===== config.mk =====
export PLATFORM = sky130hd
export DESIGN_NAME = demux1to8_seq
export DESIGN_NICKNAME = d
export VERILOG_FILES = /design/src/rtl/demux1to8_seq.sv
export SDC_FILE = /design/constraint.sdc
export NUM_CORES = 1
export LEC_CHECK = 0
export CORE_MARGIN = 2
export CORE_UTILIZATION = 53
export DETAILED_ROUTE_END_ITERATION = 6
export PLACE_DENSITY = 0.86
export SETUP_SLACK_MARGIN = 0.05
export SLEW_MARGIN = 30
export SYNTH_ARGS = -nofsm -noshare
export SYNTH_HDL_FRONTEND = slang
export SYNTH_SLANG_ARGS = --single-unit

===== constraint.sdc =====
create_clock -name clk -period 4.1 [get_ports clk]
set_input_delay 0.615 -clock clk [delete_from_list [all_inputs] [get_ports clk]]
set_output_delay 0.615 -clock clk [all_outputs]
set_load 0.1 [all_outputs]

===== src/rtl/demux1to8_seq.sv =====
// rtl/demux1to8_seq.sv - serial-to-parallel 1-to-8 demux; each accepted bit fills slot y[sel]
// Optional even-parity trailer bit and PAR state when DEMUX_PARITY_EN is defined.
module demux1to8_seq #(
  parameter int N  = 8,
  parameter int SW = 3
) (
  input  logic          clk,
  input  logic          rst_n,
  input  logic          start,
  input  logic          clr,
  input  logic          din,
  input  logic          din_valid,
  output logic [N-1:0]  y,
  output logic          y_valid,
  output logic          busy,
  output logic [SW-1:0] sel,
  output logic          parity_err
);

  typedef enum logic [1:0] {IDLE, RECV, PAR} state_t;

  state_t        state_q, state_d;
  logic [N-1:0]  shadow_q;
  logic [N-1:0]  y_q;
  logic [SW-1:0] sel_q;
  logic          y_valid_q;
  logic          accept;
  logic          done;
  logic          last_slot;

  assign last_slot = (sel_q == SW'(N - 1));

  always_ff @(posedge clk or negedge rst_n) begin
    if (!rst_n) begin
      state_q <= IDLE;
    end else begin
      state_q <= state_d;
    end
  end

  // accept: a data bit is written to the shadow; done: the word is published on y
  always_comb begin
    state_d = state_q;
    accept  = 1'b0;
    done    = 1'b0;
    if (clr) begin
      state_d = IDLE;
    end else begin
      case (state_q)
        IDLE: begin
          if (start) state_d = RECV;
        end
        RECV: begin
          if (din_valid) begin
            accept = 1'b1;
            if (last_slot) begin
`ifdef DEMUX_PARITY_EN
              state_d = PAR;
`else
              state_d = IDLE;
              done    = 1'b1;
`endif
            end
          end
        end
        PAR: begin
`ifdef DEMUX_PARITY_EN
          if (din_valid) begin
            state_d = IDLE;
            done    = 1'b1;
          end
`else
          state_d = IDLE;
`endif
        end
        default: state_d = IDLE;
      endcase
    end
  end

  always_ff @(posedge clk or negedge rst_n) begin
    if (!rst_n) begin
      shadow_q  <= '0;
      sel_q     <= '0;
      y_q       <= '0;
      y_valid_q <= 1'b0;
    end else begin
      y_valid_q <= done;
      if (clr) begin
        shadow_q <= '0;
        sel_q    <= '0;
      end else begin
        if (state_q == IDLE && start) sel_q <= '0;
        if (accept) begin
          shadow_q[sel_q] <= din;
          sel_q           <= sel_q + SW'(1);
        end
        // clearing the shadow on completion overrides the final slot write above
        if (done) begin
`ifdef DEMUX_PARITY_EN
          y_q <= shadow_q;
`else
          y_q <= {din, shadow_q[N-2:0]};
`endif
          shadow_q <= '0;
        end
      end
    end
  end

`ifdef DEMUX_PARITY_EN
  logic parity_err_q;

  always_ff @(posedge clk or negedge rst_n) begin
    if (!rst_n) begin
      parity_err_q <= 1'b0;
    end else if (done) begin
      parity_err_q <= (^shadow_q) ^ din;
    end
  end

  assign parity_err = parity_err_q;
`else
  assign parity_err = 1'b0;
`endif

  assign y       = y_q;
  assign y_valid = y_valid_q;
  assign busy    = (state_q != IDLE);
  assign sel     = sel_q;

endmodule


==> impl_metrics.yaml, run 1 <==
run_status:
  outcome: "finished clean"
logic_synthesis:
  synth_largest_area_cell: "dfrtp_1"
  synth-seq-area-share_pct: 51.22
  syn_inst: 77
  ys_warn_count: 0
  syn_area_um2: 977.2
  synth_nets: 85
  synth_top_cell_area_share_pct: 51.22
  yosys-top-cells-area: "dfrtp_1 (51%), mux2i_1 (8.2%), nand3b_1 (6.9%), mux2_2 (5.8%), mux2_4 (4.6%)"
  synth_seq_cells: 20
  synth.avg_cell_area_um2: 12.69
  post_synth_num_cell_types: 24
drt:
  detail-route-antenna-nets: 0
  via_per_inst: 5.431
  drt-total-wl_um: 1603
  wl_per_cell_um: 13.82
  num_vias: 630
  drt_iter0_drc: 13
  dr.pass1.iters: 4
  drc: 0
timing:
  finalClockSkew_ns: 0.001625
  setup_tns_ns: 0
  rsz0062_at_grt: "no"
  setup_viol: 0
  fmax_mhz: 372.9
  slew_violations: 0
  fin_crit_ns: 2.681
  final-hold-violation-count: 0
  max_slew.worst_pin.slew_ns: 0.9676
  max_slew_margin_pct: 35.29
  worst_slack_ns: 1.419
  post-route-period-util_pct: 65.40
finish:
  layoutNonFillerInstCount: 116
  layout_commonest_cell: "dfrtp_1"
  num_antenna_cells: 0
  area_growth_pct: 18.44
  n_fill_cell: 150
  nNetsFinal: 101
  layout_common_cells: "dfrtp_1 (20), clkdlybuf4s50_1 (17), nand3b_1 (9)"
  multiInputGateArea_um2: 419.2
  post-route-cell-area_mm2: 0.001157
  layout-drive-gt1-share_pct: 15.38
  seq_area_um2: 500.5
worst_setup_path:
  slowest_stage: "clkdlybuf4s50_1"
  cpPeakStageDelay_ns: 1.21
  critPathLaunchType: "flip-flop"
  crit_start: "state_q[0]"
  path_buf_inv: 1
  path_cells: "clkdlybuf4s50_1"
  endpoint_kind: "primary output"
  worstPathMaxFanout: 10
  worst_ep_required_time_ns: 3.48
  r2r-start: "sel[0]"
  cp_data_arrival_time_ns: 2.07
  crit_family: "buffers and inverters"
  worstSetupPathType: "reg -> out"
placement:
  io_buffers: 18
  place.gp.congestion: 0.7052
  dp_slack_ns: 1.726
  postPlaceCellArea_mm2: 0.001140
  dp.cells: 113
  place_hpwl_um: 1187
power:
  ir_worst_vdd_mv: 0.2108
  pwr-share-clk_pct: 26.4
  p_sw_share_pct: 25.46
  p_int_uw: 245.0
  power_switching_uw: 83.67
  seqPwrFrac_pct: 62.0
  leakage_nw: 0.5287
  comb_power_share_pct: 11.5
  power.density_mw_per_mm2: 284.0
  total_power_uw: 328.7
worst_hold_path:
  hold_path.class: "in -> async"
cts:
  clkSlewWorstSetupHoldPaths_ns: 0.10
  cts-hold-fix-buffers: 0
  clock_sinks: 20
  h-tree-depth: 1
  cts_tree: "done"
  cts_root_buf: "clkbuf_4"
  cts_buffers: 3
  clkLatencyLatePin_ns: 0.28
  post_cts_buffers: 0
  postCtsResizedCells: 0
  clock_path_buffers: 2
die:
  die_y_um: 46.94
  io_pins: 20
  core_mm2: 0.001727
  row_count: 15
  die_area_mm2: 0.002203
  start_util_pct: 56.59
  die_w_um: 46.94
global_route:
  grt_pass1_vias: 575
  grt_antenna_before_repair: 0
  overflow: 0
  grt_pass1_wl_um: 2691
  gr-usage-all-layers_pct: 17.33
  grt_max_degree: 21
run:
  cap_violations: 0
## through the flow
step / util, % / hold slack (ns)
detailed placement: 66.01 / 0.4945
floorplan: - / 0.3194
global route: 67.03 / 0.2672
global placement: 66.01 / 0.4913
CTS: 67.32 / 0.5185
finish: 67.03 / 0.2498
## path summary, 6_finish.rpt
path | slack (ns) | endpoint | cells after the start
worst min-delay path | 0.25 | state_q[0] | 1
worst min register to register | 0.52 | y[3] | 1
min in group clk | 0.52 | y[3] | 1
worst max register to register | 2.15 | y[2] | 6
worst max-delay path | 1.42 | busy | 1
max in group asynchronous | 3.55 | sel[2] | 1
## final cells by class
type / instances / share of cell area (%)
clock buffer: 3 / 1.946
inverter: 1 / 0.7568
multi-input combinational: 49 / 36.22
sequential: 20 / 43.24
tap: 25 / 2.703
timing repair buffer: 18 / 15.14
## sequential cells by signal, summed over array words and instances (netlist names)
signal	count
sel	3
shadow_q	7
state_q	1
y	8
y_valid	1
## cells by family after synthesis
| logic type | synth area share [%] |
|---|---|
| muxes | 18.57 |
| and+or+nand+nor | 16.90 |
| AOI/OAI and AO/OA | 4.482 |
| buffers and inverters | 5.889 |
| adders and majority gates | 2.560 |
| DFF | 51.22 |
| other | 0.3838 |
## power groups by stage
stage	Combinational, mW	Sequential [mW]	Clock [mW]
final	0.0380	0.204	0.0869
after detailed placement	0.0387	0.208	0
after global placement	0.0379	0.207	0
after floorplan	0.0206	0.214	0
after CTS	0.0389	0.204	0.0895
after global routing	0.0407	0.205	0.101
## synthesized netlist by cell type, drive strengths merged
library cell and n:
mux2 8, nand4b 2, a311oi 1, a21o 1, nor2 4, nand2 2, nor4 1, nand3b 9
nand3 2, ha 2, a32oi 2, dfrtp 20, clkinv 1, clkbuf 3, nor3 1, conb 1
mux2i 8, a21oi 2, nor4b 2, or2 1, buf 4
## routing by layer
metal	vias up	routed length (um)	global-route usage (%)
met5	-	0	0
met4	0	13	5.000
met3	2	57	4.231
met2	12	769	25.75
met1	311	762	25.18
li1	305	-	-
Power figures use the tool's default switching activity.
==> run 2: changes to the inputs <==
--- a/config.mk
+++ b/config.mk
@@ -6,9 +6,9 @@
 export NUM_CORES = 1
 export LEC_CHECK = 0
 export CORE_MARGIN = 2
-export CORE_UTILIZATION = 53
+export CORE_UTILIZATION = 49
 export DETAILED_ROUTE_END_ITERATION = 6
-export PLACE_DENSITY = 0.86
+export PLACE_DENSITY = 0.81
 export SETUP_SLACK_MARGIN = 0.05
 export SLEW_MARGIN = 30
 export SYNTH_ARGS = -nofsm -noshare
==> constraint.sdc (replaced) <==
create_clock -name clk -period 2.75 [get_ports clk]
set_input_delay 0.4125 -clock clk [delete_from_list [all_inputs] [get_ports clk]]
set_output_delay 0.4125 -clock clk [all_outputs]
set_load 0.1 [all_outputs]
==> run 2 against run 1 <==
  * Critical path depth grew 5
  * Clock power increased by 97%
  * Final area down 1.4%
  * Critical endpoint is now y[5]
  * Largest cell class unchanged
  * Highest routed layer unchanged
==> impl_metrics.yaml, run 2 (synthesis gave the netlist of run 1 again) <==
run_status:
  outcome: "finished clean"
timing:
  rsz0062_at_grt: "no"
  fin_crit_ns: 1.972
  post-route-period-util_pct: 71.70
  holdWs_ns: 0.03828
  fmax_mhz: 507.2
  finalClockSkew_ns: 0.0005862
  setup_viol: 0
  setup_tns_ns: 0
  slew_violations: 0
  final-hold-violation-count: 0
worst_setup_path:
  worstSetupPathType: "reg -> reg"
  cp_common_cell: "ha_1"
  worst_ep_required_time_ns: 2.95
  r2r-start: "sel[0]"
  critPathLaunchType: "flip-flop"
  crit_family: "flip-flops"
  worstPathMaxFanout: 11
  cp_data_arrival_time_ns: 2.17
  reg2reg_to: "y[5]"
  r2r_slack_ns: 0.78
  path_cells: "ha_1, ha_1, nand3_4, or2_1, clkinv_4, mux2_2"
  slowest_stage: "dfrtp_1"
  path_buf_inv: 1
  r2r_cells: 6
  endpoint_kind: "flip-flop"
  cpPeakStageDelay_ns: 0.52
drt:
  num_vias: 641
  wl_per_cell_um: 14.34
  via_per_inst: 5.387
  drc: 0
  dr.pass1.iters: 4
  drt-total-wl_um: 1706
  detail-route-antenna-nets: 0
  drt_iter0_drc: 8
finish:
  layout-drive-gt1-share_pct: 30.43
  final_util_pct: 59.38
  layout_common_cells: "dfrtp_1 (20), buf_4 (13), nand3b_1 (9)"
  nNetsFinal: 101
  area_growth_pct: 16.77
  num_antenna_cells: 0
  layoutNonFillerInstCount: 119
  layout_commonest_cell: "dfrtp_1"
  largest_reg_flops: 8
global_route:
  grt_max_degree: 21
  gr-usage-all-layers_pct: 15.96
  grt_antenna_before_repair: 0
  grt_pass1_wl_um: 2863
  overflow: 0
  grt_pass1_vias: 623
cts:
  clock_path_buffers: 2
  h-tree-depth: 1
  clkLatencyLatePin_ns: 0.30
  clock_sinks: 20
  cts-hold-fix-buffers: 0
  clkSlewWorstSetupHoldPaths_ns: 0.11
  post_cts_buffers: 0
  cts_buffers: 3
  cts_tree: "done"
  postCtsResizedCells: 0
  cts_root_buf: "clkbuf_4"
power:
  total_power_uw: 531.7
  power.density_mw_per_mm2: 466.0
  ir_worst_vdd_mv: 0.2908
  leakage_nw: 0.5618
placement:
  place.gp.congestion: 0.7467
  dp.cells: 115
  io_buffers: 18
  place_hpwl_um: 1206
die:
  die_y_um: 48.66
  row_count: 16
  core_mm2: 0.001922
  io_pins: 20
  die_area_mm2: 0.002367
  die_w_um: 48.66
  start_util_pct: 50.85
worst_hold_path:
  hold_path.class: "in -> async"
run:
  cap_violations: 0
==> run 2: worst max path at each step <==
stage | start | end | slack [ns] | cells past startpoint
global route | sel[0] | y[5] | 0.69 | 6
global placement | din_valid | y[5] | 0.64 | 5
CTS | sel[0] | y[5] | 0.78 | 6
detailed placement | din_valid | y[5] | 0.57 | 5
floorplan | sel[1] | y[1] | 0.29 | 7
finish | sel[0] | y[5] | 0.78 | 6
==> run 2: layout make-up <==
cell class                      instances  area (um2)
Clock buffer                            4       36.28
Fill cell                             164       780.7
Inverter                                1       8.758
Multi-Input combinational cell         49       419.2
Sequential cell                        20       500.5
Tap cell                               27       33.78
Timing Repair Buffer                   18       142.6
==> run 2: layer usage <==
layer	wire length (um)	vias up	GRT usage [%]
li1	-	308	-
met2	811	10	24.66
met4	34	0	8.571
met3	68	4	4.012
met5	0	-	0
met1	791	319	20.61
==> run 2: report_power, final <==
| part | internal, mW | switching [mW] | leakage (nW) |
|---|---|---|---|
| clock | 0.0808 | 0.0907 | 0.0210 |
| sequential | 0.297 | 0.00682 | 0.277 |
| combinational | 0.0165 | 0.0395 | 0.264 |
==> run 2: stage by stage <==
step	worst slack, ns	instance area, um2
6_report	0.7784	1141
4_1_cts	0.7764	1146
3_5_place_dp	0.5663	1110
3_3_place_gp	0.6406	1110
2_1_floorplan	0.2900	977.2
5_1_grt	0.6897	1141
==> run 3: changes to the inputs <==
--- a/config.mk
+++ b/config.mk
@@ -6,9 +6,9 @@
 export NUM_CORES = 1
 export LEC_CHECK = 0
 export CORE_MARGIN = 2
-export CORE_UTILIZATION = 49
+export CORE_UTILIZATION = 44
 export DETAILED_ROUTE_END_ITERATION = 6
-export PLACE_DENSITY = 0.81
+export PLACE_DENSITY = 0.77
 export SETUP_SLACK_MARGIN = 0.05
 export SLEW_MARGIN = 30
 export SYNTH_ARGS = -nofsm -noshare
==> constraint.sdc (replaced) <==
create_clock -name clk -period 1.6 [get_ports clk]
set_input_delay 0.24 -clock clk [delete_from_list [all_inputs] [get_ports clk]]
set_output_delay 0.24 -clock clk [all_outputs]
set_load 0.1 [all_outputs]
==> run 3 against run 2 <==
  * First-iteration DRC count down 38%
  * Sequential cell count is the same
  * Routed wire length is 21% higher
  * Setup slack got worse by 0.77 ns
  * Sequential power is 71% higher
  * Via count increased by 6.9%
  * Largest power group unchanged
  * Hold slack improved by 0.22 ns
==> impl_metrics.yaml, run 3 (synthesis gave the netlist of run 1 again) <==
run_status:
  outcome: "finished clean"
worst_setup_path:
  worst_ep_required_time_ns: 1.80
  cp_data_arrival_time_ns: 1.79
  endpoint_kind: "flip-flop"
  worstPathMaxFanout: 6
  critPathLaunchType: "flip-flop"
  worstSetupPathType: "reg -> reg"
power:
  leakage_nw: 0.6530
  ir_worst_vdd_mv: 0.4644
  power.density_mw_per_mm2: 725.5
  total_power_mw: 1.068
finish:
  num_antenna_cells: 0
  multiInputGateArea_um2: 465.4
  post-route-cell-area_mm2: 0.001471
  nNetsFinal: 111
  n_fill_cell: 145
  layoutNonFillerInstCount: 130
  layout_common_cells: "dfrtp_1 (16), buf_12 (13), nand3b_1 (9), buf_4 (9)"
  area_growth_pct: 50.58
  layout_commonest_cell: "dfrtp_1"
  largest_reg_flops: 8
  seq_area_um2: 513.0
  final_util_pct: 68.49
  layout-drive-gt1-share_pct: 43.14
placement:
  dp_slack_ns: -0.1758
  io_buffers: 18
  place_hpwl_um: 1425
  place.gp.congestion: 0.7208
  postPlaceCellArea_mm2: 0.001405
  dp.cells: 125
timing:
  rsz0062_at_grt: "yes"
  fmax_mhz: 627.6
  setup_tns_ns: 0
  setup_viol: 0
  post-route-period-util_pct: 99.58
  fin_crit_ns: 1.593
  worst_slack_ns: 0.006658
  holdWs_ns: 0.2614
  slew_violations: 0
  finalClockSkew_ns: 0.003191
  final-hold-violation-count: 0
global_route:
  grt_max_degree: 21
  grt_pass1_vias: 782
  gr-usage-all-layers_pct: 19.30
  grt_antenna_before_repair: 0
  overflow: 0
  grt_pass1_wl_um: 3705
die:
  start_util_pct: 45.49
  die_y_um: 51.13
  io_pins: 20
  die_area_mm2: 0.002614
  core_mm2: 0.002148
  row_count: 17
  die_w_um: 51.13
cts:
  cts_root_buf: "clkbuf_4"
  clkSlewWorstSetupHoldPaths_ns: 0.12
  cts-hold-fix-buffers: 0
  h-tree-depth: 1
  cts_tree: "done"
  clock_path_buffers: 2
  cts_buffers: 3
  clock_sinks: 20
  clkLatencyLatePin_ns: 0.30
drt:
  drt_iter0_drc: 5
  via_per_inst: 5.269
  wl_per_cell_um: 15.89
  num_vias: 685
  dr.pass1.iters: 4
  drt-total-wl_um: 2066
  drc: 0
  detail-route-antenna-nets: 0
run:
  cap_violations: 0
worst_hold_path:
  hold_path.class: "in -> async"
-- run 3: changes by cell type in the layout (fill, tap and decap cells not counted), sizes merged --
cell,before,now
clkdlybuf4s50,4,5
clkbuf,4,3
bufinv,0,1
buf,14,23
-- run 3: per-layer routing --
layer | part of all wire, % | global-route usage (%)
met1 | 42 | 24.24
met2 | 55 | 33.12
met3 | 3.0 | 1.754
met4 | 0.58 | 9.459
met5 | 0 | 0
-- run 3: critical path, stage by stage (launching register included) --
cell and delay (ns):
dfrtp_4 0.51, ha_4 0.17, ha_4 0.16, nand3_4 0.06, or2_4 0.19, clkinv_8 0.09, mux2_4 0.30
-- run 3: final cells by class --
| type | instances | area share, % |
|---|---|---|
| timing repair buffer | 28 | 26.45 |
| multi-input combinational | 49 | 31.63 |
| sequential | 20 | 34.86 |
| inverter | 1 | 1.105 |
| clock inverter | 1 | 2.041 |
| tap | 28 | 2.381 |
| clock buffer | 3 | 1.531 |
-- run 3: what timing repair did --
item / in CTS / in global routing
pin swaps: 3 / 0
resized for setup: 2 / 0
endpoints found under the setup margin: 15 / 15
buffers inserted: 1 / 0
-- run 3: worst paths after layout --
path	from	end	slack [ns]	cells after the start
worst max-delay path	sel[0]	y[4]	0.007	6
worst min-delay path	rst_n	shadow_q[6]	0.26	2
worst max register to register	sel[0]	y[4]	0.007	6
worst min register to register	shadow_q[3]	y[3]	0.52	1
max in group asynchronous	rst_n	sel[0]	1.11	2
min in group clk	shadow_q[3]	y[3]	0.52	1
-- run 3: power breakdown --
| part | switching [mW] | total [mW] | leakage (nW) | internal (mW) |
|---|---|---|---|---|
| Combinational | 0.0809 | 0.130 | 0.355 | 0.0493 |
| Clock | 0.166 | 0.419 | 0.0279 | 0.253 |
| Sequential | 0.00542 | 0.519 | 0.270 | 0.513 |
